===== src/rtl/fpu_op_scheduler.sv =====
// fpu_op_scheduler
// Shares a single adder / multiplier / divider set between NUM_REQ requesters.
// One operation is in flight at a time: round-robin grant, operand latch,
// one-cycle start strobe to the selected unit, fixed-latency wait, result
// capture, and a tagged response with valid/ready backpressure.
// Optional build macro: FPU_SCHED_STATS_EN adds the stat_ops / stat_errs
// counters and their output ports.
module fpu_op_scheduler #(
  parameter int NUM_REQ = 4,
  parameter int ADD_LAT = 12,
  parameter int MUL_LAT = 12,
  parameter int DIV_LAT = 12
) (
  input  logic                   clk,
  input  logic                   rst,
  input  logic [NUM_REQ-1:0]     req_valid,
  output logic [NUM_REQ-1:0]     req_ready,
  input  logic [2*NUM_REQ-1:0]   req_op,
  input  logic [32*NUM_REQ-1:0]  req_a,
  input  logic [32*NUM_REQ-1:0]  req_b,
  output logic                   resp_valid,
  input  logic                   resp_ready,
  output logic [2:0]             resp_id,
  output logic [31:0]            resp_data,
  output logic                   resp_err,
  output logic [31:0]            fpu_a,
  output logic [31:0]            fpu_b,
  output logic                   add_valid,
  output logic                   mul_valid,
  output logic                   div_valid,
  input  logic [31:0]            add_sum,
  input  logic [31:0]            mul_res,
  input  logic [31:0]            div_res,
  input  logic                   add_err,
  input  logic                   mul_err,
  input  logic                   div_err
`ifdef FPU_SCHED_STATS_EN
  ,
  output logic [31:0]            stat_ops,
  output logic [15:0]            stat_errs
`endif
);

  localparam logic [1:0]  OP_ADD     = 2'b00;
  localparam logic [1:0]  OP_SUB     = 2'b01;
  localparam logic [1:0]  OP_MUL     = 2'b10;
  localparam logic [1:0]  OP_DIV     = 2'b11;
  localparam logic [2:0]  LAST_IDX   = 3'(NUM_REQ - 1);
  localparam logic [3:0]  NUM_REQ_W  = 4'(NUM_REQ);
  localparam logic [15:0] ADD_RELOAD = 16'(ADD_LAT - 1);
  localparam logic [15:0] MUL_RELOAD = 16'(MUL_LAT - 1);
  localparam logic [15:0] DIV_RELOAD = 16'(DIV_LAT - 1);
  localparam logic [NUM_REQ-1:0] REQ_ONE = {{(NUM_REQ-1){1'b0}}, 1'b1};

  typedef enum logic [1:0] {
    ST_IDLE  = 2'd0,
    ST_ISSUE = 2'd1,
    ST_WAIT  = 2'd2,
    ST_RESP  = 2'd3
  } state_t;

  state_t               state_r;
  state_t               state_nx_s;
  logic [2:0]           rr_ptr_r;
  logic [1:0]           op_r;
  logic [2:0]           id_r;
  logic [15:0]          cnt_r;
  logic [15:0]          reload_s;
  logic [2*NUM_REQ-1:0] req_dbl_s;
  logic [2*NUM_REQ-1:0] req_rot_s;
  logic                 grant_any_s;
  logic [2:0]           grant_off_s;
  logic [3:0]           grant_sum_s;
  logic [2:0]           grant_idx_s;
  logic                 accept_s;
  logic [1:0]           sel_op_s;
  logic [31:0]          sel_a_s;
  logic [31:0]          sel_b_s;
  logic [31:0]          unit_data_s;
  logic                 unit_err_s;
  logic                 sample_s;
  logic                 handshake_s;

  // Round-robin search: rotate requests so rr_ptr sits at bit 0, take the lowest set bit
  always_comb begin
    req_dbl_s   = {req_valid, req_valid};
    req_rot_s   = req_dbl_s >> rr_ptr_r;
    grant_any_s = 1'b0;
    grant_off_s = 3'd0;
    for (int k = NUM_REQ - 1; k >= 0; k--) begin
      grant_any_s = grant_any_s | 1'(req_rot_s >> k);
      grant_off_s = 1'(req_rot_s >> k) ? 3'(k) : grant_off_s;
    end
    grant_sum_s = {1'b0, rr_ptr_r} + {1'b0, grant_off_s};
    if (grant_sum_s >= NUM_REQ_W) begin
      grant_idx_s = 3'(grant_sum_s - NUM_REQ_W);
    end else begin
      grant_idx_s = grant_sum_s[2:0];
    end
  end

  assign accept_s    = (state_r == ST_IDLE) && grant_any_s;
  assign sample_s    = (state_r == ST_WAIT) && (cnt_r == 16'd0);
  assign handshake_s = (state_r == ST_RESP) && resp_valid && resp_ready;

  // Operand and opcode of the granted requester
  always_comb begin
    sel_op_s = 2'(req_op >> {grant_idx_s, 1'b0});
    sel_a_s  = 32'(req_a >> {grant_idx_s, 5'd0});
    sel_b_s  = 32'(req_b >> {grant_idx_s, 5'd0});
  end

  // One-hot accept, only while idle and never while reset is asserted
  always_comb begin
    req_ready = {NUM_REQ{1'b0}};
    if (accept_s && !rst) begin
      req_ready = REQ_ONE << grant_idx_s;
    end else begin
      req_ready = {NUM_REQ{1'b0}};
    end
  end

  // Wait reload value and result/error mux for the unit owning the op
  always_comb begin
    reload_s    = 16'd0;
    unit_data_s = 32'd0;
    unit_err_s  = 1'b0;
    case (op_r)
      OP_ADD, OP_SUB: begin
        reload_s    = ADD_RELOAD;
        unit_data_s = add_sum;
        unit_err_s  = add_err;
      end
      OP_MUL: begin
        reload_s    = MUL_RELOAD;
        unit_data_s = mul_res;
        unit_err_s  = mul_err;
      end
      OP_DIV: begin
        reload_s    = DIV_RELOAD;
        unit_data_s = div_res;
        unit_err_s  = div_err;
      end
      default: begin
        reload_s    = 16'd0;
        unit_data_s = 32'd0;
        unit_err_s  = 1'b0;
      end
    endcase
  end

  // FSM state register
  always_ff @(posedge clk or posedge rst) begin
    if (rst) begin
      state_r <= ST_IDLE;
    end else begin
      state_r <= state_nx_s;
    end
  end

  // FSM next-state logic
  always_comb begin
    state_nx_s = state_r;
    case (state_r)
      ST_IDLE: begin
        if (grant_any_s) begin
          state_nx_s = ST_ISSUE;
        end else begin
          state_nx_s = ST_IDLE;
        end
      end
      ST_ISSUE: state_nx_s = ST_WAIT;
      ST_WAIT: begin
        if (cnt_r == 16'd0) begin
          state_nx_s = ST_RESP;
        end else begin
          state_nx_s = ST_WAIT;
        end
      end
      ST_RESP: begin
        if (resp_ready) begin
          state_nx_s = ST_IDLE;
        end else begin
          state_nx_s = ST_RESP;
        end
      end
      default: state_nx_s = ST_IDLE;
    endcase
  end

  // Latch the granted op, advance the pointer, drive operands and the start strobe
  always_ff @(posedge clk or posedge rst) begin
    if (rst) begin
      op_r      <= 2'b00;
      id_r      <= 3'd0;
      rr_ptr_r  <= 3'd0;
      fpu_a     <= 32'd0;
      fpu_b     <= 32'd0;
      add_valid <= 1'b0;
      mul_valid <= 1'b0;
      div_valid <= 1'b0;
    end else begin
      add_valid <= 1'b0;
      mul_valid <= 1'b0;
      div_valid <= 1'b0;
      if (accept_s) begin
        op_r     <= sel_op_s;
        id_r     <= grant_idx_s;
        rr_ptr_r <= (grant_idx_s == LAST_IDX) ? 3'd0 : grant_idx_s + 3'd1;
        fpu_a    <= sel_a_s;
        // SUB reuses the adder with the sign of B flipped
        fpu_b    <= (sel_op_s == OP_SUB) ? {~sel_b_s[31], sel_b_s[30:0]} : sel_b_s;
        case (sel_op_s)
          OP_ADD, OP_SUB: add_valid <= 1'b1;
          OP_MUL:         mul_valid <= 1'b1;
          OP_DIV:         div_valid <= 1'b1;
          default: begin
            add_valid <= 1'b0;
            mul_valid <= 1'b0;
            div_valid <= 1'b0;
          end
        endcase
      end
    end
  end

  // Latency countdown: loaded in ISSUE so the sample edge lands LAT edges after the strobe edge
  always_ff @(posedge clk or posedge rst) begin
    if (rst) begin
      cnt_r <= 16'd0;
    end else if (state_r == ST_ISSUE) begin
      cnt_r <= reload_s;
    end else if ((state_r == ST_WAIT) && (cnt_r != 16'd0)) begin
      cnt_r <= cnt_r - 16'd1;
    end else begin
      cnt_r <= cnt_r;
    end
  end

  // Capture the unit result and hold the response until it is accepted
  always_ff @(posedge clk or posedge rst) begin
    if (rst) begin
      resp_valid <= 1'b0;
      resp_id    <= 3'd0;
      resp_data  <= 32'd0;
      resp_err   <= 1'b0;
    end else if (sample_s) begin
      resp_valid <= 1'b1;
      resp_id    <= id_r;
      resp_data  <= unit_data_s;
      resp_err   <= unit_err_s;
    end else if (handshake_s) begin
      resp_valid <= 1'b0;
    end else begin
      resp_valid <= resp_valid;
    end
  end

`ifdef FPU_SCHED_STATS_EN
  // Count completed responses (wrapping) and errored responses (saturating)
  always_ff @(posedge clk or posedge rst) begin
    if (rst) begin
      stat_ops  <= 32'd0;
      stat_errs <= 16'd0;
    end else if (handshake_s) begin
      stat_ops <= stat_ops + 32'd1;
      if (resp_err && (stat_errs != 16'hFFFF)) begin
        stat_errs <= stat_errs + 16'd1;
      end else begin
        stat_errs <= stat_errs;
      end
    end else begin
      stat_ops  <= stat_ops;
      stat_errs <= stat_errs;
    end
  end
`endif

endmodule


===== config.mk =====
export PLATFORM = sky130hd
export DESIGN_NAME = fpu_op_scheduler
export DESIGN_NICKNAME = d
export VERILOG_FILES = /design/src/rtl/fpu_op_scheduler.sv
export SDC_FILE = /design/constraint.sdc
export NUM_CORES = 1
export LEC_CHECK = 0
export ABC_AREA = 1
export BUFFER_PORTS_ARGS = -buffer_cell sky130_fd_sc_hd__buf_2
export CORE_AREA = 2 2 188 190
export DETAILED_ROUTE_END_ITERATION = 16
export DIE_AREA = 0 0 190 192
export PLACE_DENSITY = 0.47
export SLEW_MARGIN = 20
export SYNTH_ARGS = -nofsm -noshare
export SYNTH_HDL_FRONTEND = slang
export SYNTH_SLANG_ARGS = --single-unit

===== constraint.sdc =====
create_clock -name clk -period 4.9 [get_ports clk]
set_input_delay 0.245 -clock clk [delete_from_list [all_inputs] [get_ports clk]]
set_output_delay 0.245 -clock clk [all_outputs]
set_load 0.05 [all_outputs]

; ---- Yosys cells after proc, flatten, opt, wreduce, memory -nomap -nowiden
; Cells that the tools add are included.
[totals]
word_cells = 80
ff_bits = 130
in_bits = 370
output_inout_bits = 108
[classes]
bitwise_logic = 4
magnitude_cmp = 1
n_mux = 25
n_eq_ne = 10
addsub = 4
shift = 5
n_reduce_logical = 17
[ops]
columns = op, n
row1 = $shr 128x8->32, 2
row2 = $pmux 32 s3, 1
row3 = $mux 16, 3
row4 = $mux 32, 1
row5 = $logic_not 16->1, 1
row6 = $reduce_bool 16->1, 1
row7 = $sub 16x1->16 const B, 1
row8 = $eq 2x2->1 const B, 6
row9 = $mux 1, 10
row10 = $mux 2, 5
row11 = $pmux 2 s4, 1
row12 = $shr 8x3->4, 1
row13 = $shr 8x4->2, 1
row14 = $eq 2x1->1 const B, 3
row15 = $logic_and 1x1->1, 6
row16 = $logic_not 2->1, 3
row17 = $mux 3, 2
row18 = $add 3x2->4, 1
row19 = $ge 4x3->1 const B, 1
row20 = $mux 4, 1
row21 = $reduce_bool 2->1, 2
row22 = $reduce_or 2->1, 2
row23 = $reduce_or 4->1, 1
row24 = $shl 1x3->4 const A, 1
row25 = 7 further kinds, 9

; ---- Depth between registers and ports, before layout
; Gate-level depths: netlist of run 1.
[depth]
word_depth = 13
mapped_depth = 20

; ---- Worst setup path before layout of run 1
; OpenSTA, ideal clock, no wires.
[synth_path]
path_type = input to output
startpoint = input rst
endpoint = output req_ready[3]
setup_slack_ns = 0.778
arrival_time_ns = 3.877
path_buffers = 0
cell_stages = 3
cell_sequence = inv_1 nand2_1 nor2_1
[synth_between]
elab_chain_cells = 3
[synth_rtl]
columns = element, line
row1 = "start, declared", 15  ; input logic rst,
row2 = $logic_not 1->1 (no source line), --
row3 = $logic_and 1x1->1, 116  ; if (accept_s && !rst) begin
row4 = $mux 4, 116
row5 = "end, declared", 17  ; output logic [NUM_REQ-1:0] req_ready,
; Every way passes these cells.

; ---- Worst setup path in the final report of run 1
[layout_path]
startpoint = register rr_ptr_r[0]
endpoint = output req_ready[0]
[layout_between]
elab_chain_cells = 10
[layout_rtl]
columns = element, line
row1 = "start, declared", 64  ; logic [2:0] rr_ptr_r;
row2 = "start signal, assigned", 209  ; rr_ptr_r <= (grant_idx_s == LAST_IDX) ? 3'd0 : grant_idx_s + 3'd1;
row3 = $shr 8x3->4, 87  ; req_rot_s = req_dbl_s >> rr_ptr_r;
row4 = $mux 2 (4 in series), 92  ; grant_off_s = 1'(req_rot_s >> k) ? 3'(k) : grant_off_s;
row5 = $add 3x2->4 (*), 94  ; grant_sum_s = {1'b0, rr_ptr_r} + {1'b0, grant_off_s};
row6 = $ge 4x3->1 / $sub 3x3->3 (equally long branches), "95, 96"
row7 = $mux 3 (*), 95  ; if (grant_sum_s >= NUM_REQ_W) begin
row8 = named net grant_idx_s[1], 74  ; logic [2:0] grant_idx_s;
row9 = $shl 1x3->4 (*), 117  ; req_ready = REQ_ONE << grant_idx_s;
row10 = $mux 4 (*), 116
; The timed path passes the listed nets; every way through them passes the cells marked *.

==> results.ini, run 1 <==
[synth]
ys_ff_latch = 130
yosysWarnings = 0
synth_top_family_by_area = simple AND/OR/NAND/NOR gates
muxShareOfSynthArea_pct = 0
synth_compound_area_share_pct = 17.8
synthAdderAreaFrac_pct = 1.27
synth.distinct_cells = 28
syn_nets = 1670
synth-xor-area-share_pct = 0.516
yosysSeqAreaShare_pct = 38.4
yosys.area_share.simple_pct = 33.3
syn-cell-area_um2 = 8480
syn_inst = 1292
avgSynthCellArea_um2 = 6.56

[run]
drv_cap = 0

[global_route]
grt_max_degree = 85
grt_use_met3_pct = 4.93
gr-usage-met1_pct = 24.1
met2_usage_pct = 33.9
gr-usage-all-layers_pct = 19.8
grt_pass1_wl_um = 55900
antenna_found_initial = 4
grt.overflow.total = 0
top_usage_layer = met2
grt_pass1_vias = 10000

[timing]
finalSetupViolCount = 0
final.setup.tns_ns = 0
fin_skew_ns = 0.0103
finalCritPeriodShare_pct = 77.0
tightestPinTransition_ns = 1.05
grt_setup_unrepaired = false
timing.slew.headroom_pct = 29.9
fmax_mhz = 265
min_period_ns = 3.77
fin_ws_ns = 1.13
final_hold_viol_count = 8
whs_ns = -0.0312
slew_viol_final = 0

[pwr]
power_density_nw_per_um2 = 988
peakVddDrop_mv = 0.814
power.total_w = 0.0117
power_leakage_nw = 6.40

[die]
fp.dieW_um = 190
fp.dieH_um = 192
coreArea_um2 = 34300
pin_count = 478
start_util_pct = 24.7
dieArea_um2 = 36500
rows = 68

[clock_tree]
cts_buffers = 17
cts_tree = built
cts.repair.resized = 0
cts.sinks = 130
clockBufferDepth = 2
htreeDepth = 4
ctsHoldBuffers = 0
cts_root_buf = clkbuf_16
cts.clk_slew.worst_paths_ns = 0.06
cts_setup_buffers = 0
clock_latency_ns = 0.43

[layout]
utilization_pct = 34.4
nets = 2091
layout-drive-gt1-share_pct = 31.2
area_growth_pct = 39.2

[setup_path]
crit_arrival_ns = 3.53
critPathLaunchType = flip-flop
slowest_delay_ns = 0.52
cp_max_fo = 25
critPathSlowestCell = dfrtp_1
path_cells = nand3_1 -> nand2_1 -> nand2_1 -> nand2_1 -> nand3_1 -> a21boi_0 -> ha_4 -> fa_2 -> inv_2 -> ha_1 -> nand2_1 -> nor2_1 -> buf_2
r2r_start = rr_ptr_r[0]
cp.required_ns = 4.66
reg2reg_to = fpu_a[8]
crit_type = flip-flop to output pin
reg2regPathDepth = 14
r2r_setup_slack_ns = 1.26
critical_path.most_common_cell = nand2_1
end_kind = output pin

[routing]
num_vias = 10100
antenna_left = 0
dr.pass1.iters = 5
drt_iter0_drc = 443
via_per_inst = 4.61
drc = 0
routedWlPerCell_um = 17.0
wl_um = 37100

[run_status]
status = complete, but fails checks
violations = hold timing

[place]
io_buffers = 477
finalWeightedCongestion = 0.859
place_hpwl_um = 27600
pre_cts_ws_ns = 1.28

[hold_path]
hold_class = primary input to asynchronous set/reset pin

-- layout make-up --
| cell class | count | area, µm² |
|---|---|---|
| Inverter | 73 | 280 |
| Antenna cell | 3 | 7.51 |
| Clock buffer | 22 | 474 |
| Timing Repair Buffer | 494 | 2530 |
| Sequential cell | 130 | 3250 |
| Multi-Input combinational cell | 997 | 4520 |
| Fill cell | 3853 | 22500 |
| Tap cell | 455 | 569 |
| Clock inverter | 9 | 176 |
-- where the power goes --
part	switching [W]	internal [W]
logic	0.00582	0.00250
clock network	0.000509	0.000942
registers	0.000304	0.00159
-- metal layers --
layer / vias to the layer above / share of wire, % / wire [µm]
met5: - / 0 / 0
met4: 0 / 2.8 / 1050
met3: 44 / 7.7 / 2850
met2: 401 / 48 / 17800
met1: 4566 / 42 / 15500
li1: 5057 / - / -
-- placed cells by master, fill, tap and decap left out, types with 6 or more instances in the layout --
master / netlist / routed
nand2_1: 269 / 268
nand3_1: 104 / 103
o21ai_0: 148 / 148
a21oi_1: 65 / 65
o21ai_1: 21 / 21
buf_4: 1 / 16
dfrtp_1: 130 / 130
nor2_1: 327 / 326
a221oi_1: 33 / 33
buf_2: 20 / 477
inv_1: 68 / 66
ha_1: 7 / 6
clkbuf_16: 0 / 17
-- state kept, by name (all words and copies together), names as in the netlist --
register and count:
fpu_a 32, fpu_b 32, resp_data 32, cnt_r 16, id_r 3, resp_id 3
rr_ptr_r 3, op_r 2, state_r 2, add_valid 1, div_valid 1, mul_valid 1
resp_err 1, resp_valid 1
-- synth_stat cells, drive strengths merged --
| library cell | instances | area share (%) |
|---|---|---|
| a21boi | 1 | 0.089 |
| a21oi | 66 | 3.9 |
| a221oi | 33 | 3.4 |
| buf | 44 | 3.4 |
| clkbuf | 48 | 2.1 |
| dfrtp | 130 | 38 |
| fa | 1 | 0.24 |
| ha | 7 | 1.0 |
| inv | 73 | 3.2 |
| nand2 | 270 | 12 |
| nand3 | 104 | 6.1 |
| nand3b | 1 | 0.089 |
| nand4 | 5 | 0.37 |
| nor2 | 328 | 15 |
| nor3 | 1 | 0.059 |
| nor3b | 1 | 0.089 |
| o21ai | 169 | 10 |
| o22ai | 5 | 0.37 |
| xnor2 | 1 | 0.10 |
| xor2 | 4 | 0.41 |
-- cells by family after synthesis --
family	after synthesis
AND/OR/NAND/NOR	710
AO/OA/AOI/OAI	274
buffers and inverters	165
flip-flops	130
adder cells (fa/ha/maj)	8
XOR/XNOR	5
-- worst max-delay path, delay by kind of cell (launching register included) --
| family | cells | cell delay (ns) |
|---|---|---|
| buffers and inverters | 2 | 0.78 |
| adder cells (fa/ha/maj) | 3 | 0.93 |
| AND/OR/NAND/NOR | 7 | 0.61 |
| flip-flops | 1 | 0.52 |
| AO/OA/AOI/OAI | 1 | 0.27 |
-- worst max path at each step --
stage                startpoint            to  slack, ns  cells past startpoint
floorplan                   rst  req_ready[3]       0.78                      3
CTS                 rr_ptr_r[0]  req_ready[3]        1.0                     16
finish              rr_ptr_r[0]  req_ready[0]       1.13                     13
global route        rr_ptr_r[1]  req_ready[2]       0.81                     12
global placement    rr_ptr_r[1]      fpu_b[0]       1.31                     15
detailed placement  rr_ptr_r[1]     fpu_a[13]       1.28                     14
-- through the flow --
stage | hold WS [ns] | area (µm²) | cells
CTS | 0.0223 | 11800 | 2180
detailed placement | 0.453 | 11100 | 2149
global route | 0.0383 | 11800 | 2182
floorplan | 0.431 | 8480 | 1292
finish | -0.0312 | 11800 | 2183
global placement | 0.449 | 11100 | 2149
No activity file was read; power rests on OpenSTA's default activity.
==> run 2: changes to the inputs <==
- ABC_AREA: 1 -> 0
- CORE_AREA: 2 2 188 190 -> 2 2 185 187
- DIE_AREA: 0 0 190 192 -> 0 0 187 189
- clock period: 4.9 -> 3.5 ns (I/O delays scaled with it)
==> results.ini, run 2 <==
[run_status]
status = finished, final reports clean

[clock_tree]
clockBufferDepth = 2
htreeDepth = 4
clock_latency_ns = 0.41
cts.clk_slew.worst_paths_ns = 0.06
cts_tree = built
cts_buffers = 17
cts_root_buf = clkbuf_16
cts.sinks = 130

[synth]
synthAdderAreaFrac_pct = 1.31
syn-cell-area_um2 = 8210
synth_area_leaders = dfrtp_1 (40%), mux4_2 (18%), mux2i_1 (13%), nand2_1 (3.5%), inv_1 (3.5%)
synth_top_family_by_area = multiplexers
synth-xor-area-share_pct = 0.107
synthArstFlopShare_pct = 100
syn_nets = 1138
yosys.area.top_type = dfrtp_1
yosysWarnings = 0
ys.flop_type = dfrtp_1
synth_top_area_share_pct = 39.6
yosys.area_share.simple_pct = 10.3
ys_ff_latch = 130
avgSynthCellArea_um2 = 10.8
synth_compound_area_share_pct = 9.16
yosysSeqAreaShare_pct = 39.6
synth-edff-count = 0
synthTopCellsByCount = dfrtp_1 (130), mux2i_1 (110), nand2_1 (77), inv_1 (76), mux4_2 (66)
syn_inst = 760
synth.distinct_cells = 57
muxShareOfSynthArea_pct = 32.6
yosysMostFrequentCell = dfrtp_1

[setup_path]
cp-startpoint = rr_ptr_r[0]
r2r_start = rr_ptr_r[0]
path_cells = buf_6 -> nor3b_1 -> a311oi_1 -> a21oi_1 -> a211o_1 -> ha_4 -> fa_4 -> ha_1 -> and4_2 -> buf_6
slowest_delay_ns = 0.81
r2r_setup_slack_ns = 0.22
path_delay_family = adder cells
path_buf_inv = 2
critical_path.most_common_cell = buf_6
crit_arrival_ns = 3.23
end_kind = output pin
crit_type = flip-flop to output pin
critPathLaunchType = flip-flop
cp.required_ns = 3.32
cp_max_fo = 8
critPathSlowestCell = fa_4

[layout]
fillers = 3449
area_growth_pct = 44.9
final_common_cell = buf_2
reg.largest.list = fpu_a: 32 flops, fpu_b: 32 flops, resp_data: 32 flops
nets = 1613
final_cell_mix = buf_2 (473), dfrtp_1 (129), mux2i_1 (110), nand2_1 (76), inv_1 (74)
layout-drive-gt1-share_pct = 50.8

[global_route]
grt_max_degree = 68
grt_pass1_vias = 8110
antenna_found_initial = 5
grt.overflow.total = 0
grt_pass1_wl_um = 46200
gr-usage-all-layers_pct = 17.0

[routing]
via_per_inst = 4.51
wl_um = 30200
drt_iter0_drc = 238
num_vias = 7675
routedWlPerCell_um = 17.7
dr.pass1.iters = 4
drc = 0
antenna_left = 0

[timing]
fmax_mhz = 294
min_period_ns = 3.40
finalCritPeriodShare_pct = 97.2
fin_skew_ns = 0.00940
whs_ns = 0.0357
timing.slew.headroom_pct = 31.3
final.setup.tns_ns = 0
slew_viol_final = 0
final_hold_viol_count = 0
finalSetupViolCount = 0
tightestPinTransition_ns = 1.03

[pwr]
power_leakage_nw = 6.00
peakVddDrop_mv = 0.513
power.share.clock_pct = 13.4
power_density_nw_per_um2 = 1190
intPower_w = 0.00730
p_switching_w = 0.00684
pwr-share-comb_pct = 66.9
seq_power_share_pct = 19.7
switching_share_pct = 48.4

[hold_path]
hold_class = primary input to flip-flop
min_from = add_sum[0]

[die]
fp.dieW_um = 187
pin_count = 478
fp.dieH_um = 189
coreArea_um2 = 33300
start_util_pct = 24.7
rows = 67
dieArea_um2 = 35300

[place]
place_hpwl_um = 23900
io_buffers = 477
finalWeightedCongestion = 0.853

[run]
drv_cap = 0

run 2: cells by family (layout without fill, tap and decap cells):
group,after synthesis,count (layout)
compound gates,136,136
fa+ha+maj,8,8
simple gates,170,170
xor+xnor,1,1
flops,130,130
buf+inv,132,619
other cells,0,6
mux,183,183
run 2: power groups by stage:
stage	clock (W)	sequential [W]	combinational (W)
6_report	0.00189	0.00278	0.00947
5_1_grt	0.00203	0.00290	0.0103
4_1_cts	0.00197	0.00280	0.00957
3_5_place_dp	0	0.00281	0.00933
3_3_place_gp	0	0.00280	0.00927
2_1_floorplan	0	0.00476	0.00509
run 2: cell type report:
cell class	count	area, µm²	share of cell area, %
well taps	448	561	4.71
clock buffers	20	457	3.84
repair buffers	512	2730	22.9
clock inverters	11	151	1.27
multi-input cells	498	4440	37.3
diodes	6	15.0	0.126
flip-flops and latches	130	3250	27.4
inverters	76	289	2.43
run 2: layer usage:
metal,global-route usage (%),part of all wire (%)
met4,5.83,2.3
met5,0,0
met2,31.2,52
met3,4.58,6.7
met1,19.0,39
run 2: what timing repair did:
item                                    in CTS  in global routing
setup buffers                                4                  4
pin swaps                                    1                  3
hold buffers                                 2                  0
hold endpoints to repair                    15                  0
gates resized for setup                      8                  4
endpoints found under the setup margin       4                  6
gates cloned                                 1                  0
run 2: final timing paths:
| check | end | cells after the start |
|---|---|---|
| max in group asynchronous | op_r[0] | 4 |
| worst max-delay path | req_ready[2] | 10 |
| worst min register to register | cnt_r[11] | 1 |
| min in group asynchronous | state_r[1] | 3 |
| worst min-delay path | resp_data[0] | 3 |
| worst max register to register | fpu_b[6] | 12 |
run 2: metrics by stage:
stage,area [µm²],setup WS (ns),power [W],std cells,util (%)
CTS,11800,-0.0266,0.0143,1691,35.6
detailed placement,11100,0.155,0.0121,1653,33.4
global route,11900,-0.000364,0.0152,1698,35.7
global placement,11100,0.181,0.0121,1653,33.4
floorplan,8210,0.0698,0.00985,760,-
finish,11900,0.0988,0.0141,1701,35.7
run 2: worst reg2reg max path, stage by stage (launching register included):
cell      delay [ns]
dfrtp_1         0.40
buf_6           0.15
nor3b_1         0.05
a311oi_1        0.24
a21oi_1         0.08
a211o_1         0.27
ha_4            0.18
fa_4            0.81
buf_4           0.17
buf_4           0.29
mux4_2          0.37
nand2_1         0.08
mux2i_1         0.06
==> run 3: changes to the inputs <==
- CTS_BUF_LIST: default -> sky130_fd_sc_hd__clkbuf_4 sky130_fd_sc_hd__clkbuf_8 sky130_fd_sc_hd__clkbuf_16
- SETUP_SLACK_MARGIN: default -> 0.4
==> results.ini, run 3 (same netlist as run 2, synthesis figures left out) <==
[clock_tree]
htreeDepth = 4
cts.sinks = 130
cts_root_buf = clkbuf_16
clock_latency_ns = 0.42
cts.clk_slew.worst_paths_ns = 0.07
cts_buffers = 17
clockBufferDepth = 2
cts_tree = built

[timing]
finalCritPeriodShare_pct = 94.4
final_hold_viol_count = 0
fin_skew_ns = 0.0171
grt_setup_unrepaired = true
timing.slew.headroom_pct = 29.0
min_period_ns = 3.30
final.setup.tns_ns = 0
fmax_mhz = 303
finalSetupViolCount = 0
tightestPinTransition_ns = 1.06
slew_viol_final = 0

[hold_path]
hold_class = primary input to flip-flop
min_from = add_sum[5]

[run_status]
status = finished, final reports clean

[die]
fp.dieH_um = 189
rows = 67
coreArea_um2 = 33300
dieArea_um2 = 35300
fp.dieW_um = 187
pin_count = 478
start_util_pct = 24.7

[pwr]
power.total_w = 0.0147
power_density_nw_per_um2 = 1220
peakVddDrop_mv = 0.602
power_leakage_nw = 6.08

[global_route]
grt_max_degree = 68
grt_pass1_vias = 7971
gr-usage-all-layers_pct = 16.3
grt.overflow.total = 0
antenna_found_initial = 0
grt_pass1_wl_um = 45000

[routing]
dr.pass1.iters = 4
drc = 0
wl_um = 29700
num_vias = 7675
antenna_left = 0
routedWlPerCell_um = 17.4
via_per_inst = 4.51
drt_iter0_drc = 212

[layout]
final_common_cell = buf_2
layout-drive-gt1-share_pct = 51.7
instances_no_fill = 1703
reg.largest.list = fpu_a: 32 flops, fpu_b: 32 flops, resp_data: 32 flops
fillers = 3431
final_cell_mix = buf_2 (473), dfrtp_1 (127), mux2i_1 (110), nand2_1 (75), inv_1 (73)
nets = 1620
post-route-cell-area_um2 = 12100
area_growth_pct = 47.3
antenna_cells = 0

[setup_path]
critPathLaunchType = flip-flop
r2r_start = rr_ptr_r[0]
cp-startpoint = rr_ptr_r[0]
crit_type = flip-flop to output pin
end_kind = output pin
cp_max_fo = 6
cp.required_ns = 3.32
crit_arrival_ns = 3.13

[run]
drv_cap = 0

[place]
io_buffers = 477
place_hpwl_um = 23000
finalWeightedCongestion = 0.808
dp_cells = 1651
placed_area_um2 = 11200

run 3: cell count changes in the layout (fill, tap and decap cells not counted), sizes merged:
cell      previous run  this run
diode                6         0
buf                509       513
clkinvlp             2         4
bufbuf               1         0
clkbuf              20        21
inv                 78        82
bufinv               3         1
run 3: per-stage QoR:
stage / util [%] / worst slack [ns] / hold slack (ns)
2_1_floorplan: - / 0.431 / 0.299
3_3_place_gp: 33.6 / 0.254 / 0.235
3_5_place_dp: 33.6 / 0.186 / 0.238
4_1_cts: 35.8 / 0.181 / 0.00557
5_1_grt: 36.3 / 0.0736 / 0.00984
6_report: 36.3 / 0.198 / 0.0317
run 3: cell type report:
class | count | area, µm² | area share, %
clock buffer | 17 | 425 | 3.52
clock inverter | 15 | 191 | 1.58
inverter | 76 | 289 | 2.39
multi-input combinational | 498 | 4460 | 36.9
sequential | 130 | 3260 | 26.9
tap | 448 | 561 | 4.64
timing repair buffer | 519 | 2910 | 24.1
run 3: repair_timing:
| action | CTS | global route |
|---|---|---|
| hold buffers | 2 | 0 |
| gates cloned | 0 | 4 |
| setup endpoints to repair | 67 | 72 |
| endpoints found under the hold margin | 16 | 0 |
| setup buffers | 8 | 6 |
| resized for setup | 21 | 4 |
| pin swaps | 3 | 1 |
run 3: power by group:
group / switching, W / internal, W / leakage [nW]
logic: 0.00578 / 0.00430 / 4.26
clock network: 0.000829 / 0.00103 / 0.291
registers: 0.000538 / 0.00224 / 1.52
run 3: metal layers:
metal  vias up  track usage [%]  wire length (µm)
met1      3692             18.6             11900
met3        20             4.75              1890
met5         -                0                 0
met2       279             29.8             15400
li1       3684                -                 -
met4         0             4.21               493
run 3: worst max-delay path, stage by stage (launching register included):
cell and delay (ns):
dfrtp_2 0.37, buf_6 0.12, nor2b_1 0.04, a311o_1 0.29
or4b_4 0.53, nand2_4 0.09, fa_4 0.67, inv_2 0.09
ha_1 0.15, and4_4 0.21, buf_8 0.15
run 3: path summary, 6_finish.rpt:
path | slack (ns) | depth (start not counted) | endpoint
min in group asynchronous | 0.37 | 3 | fpu_b[14]
setup / recovery | 0.20 | 10 | req_ready[0]
hold reg to reg | 0.48 | 1 | cnt_r[11]
max in group asynchronous | 2.22 | 4 | op_r[0]
hold / removal | 0.03 | 3 | resp_data[5]
setup reg to reg | 0.26 | 12 | fpu_b[10]
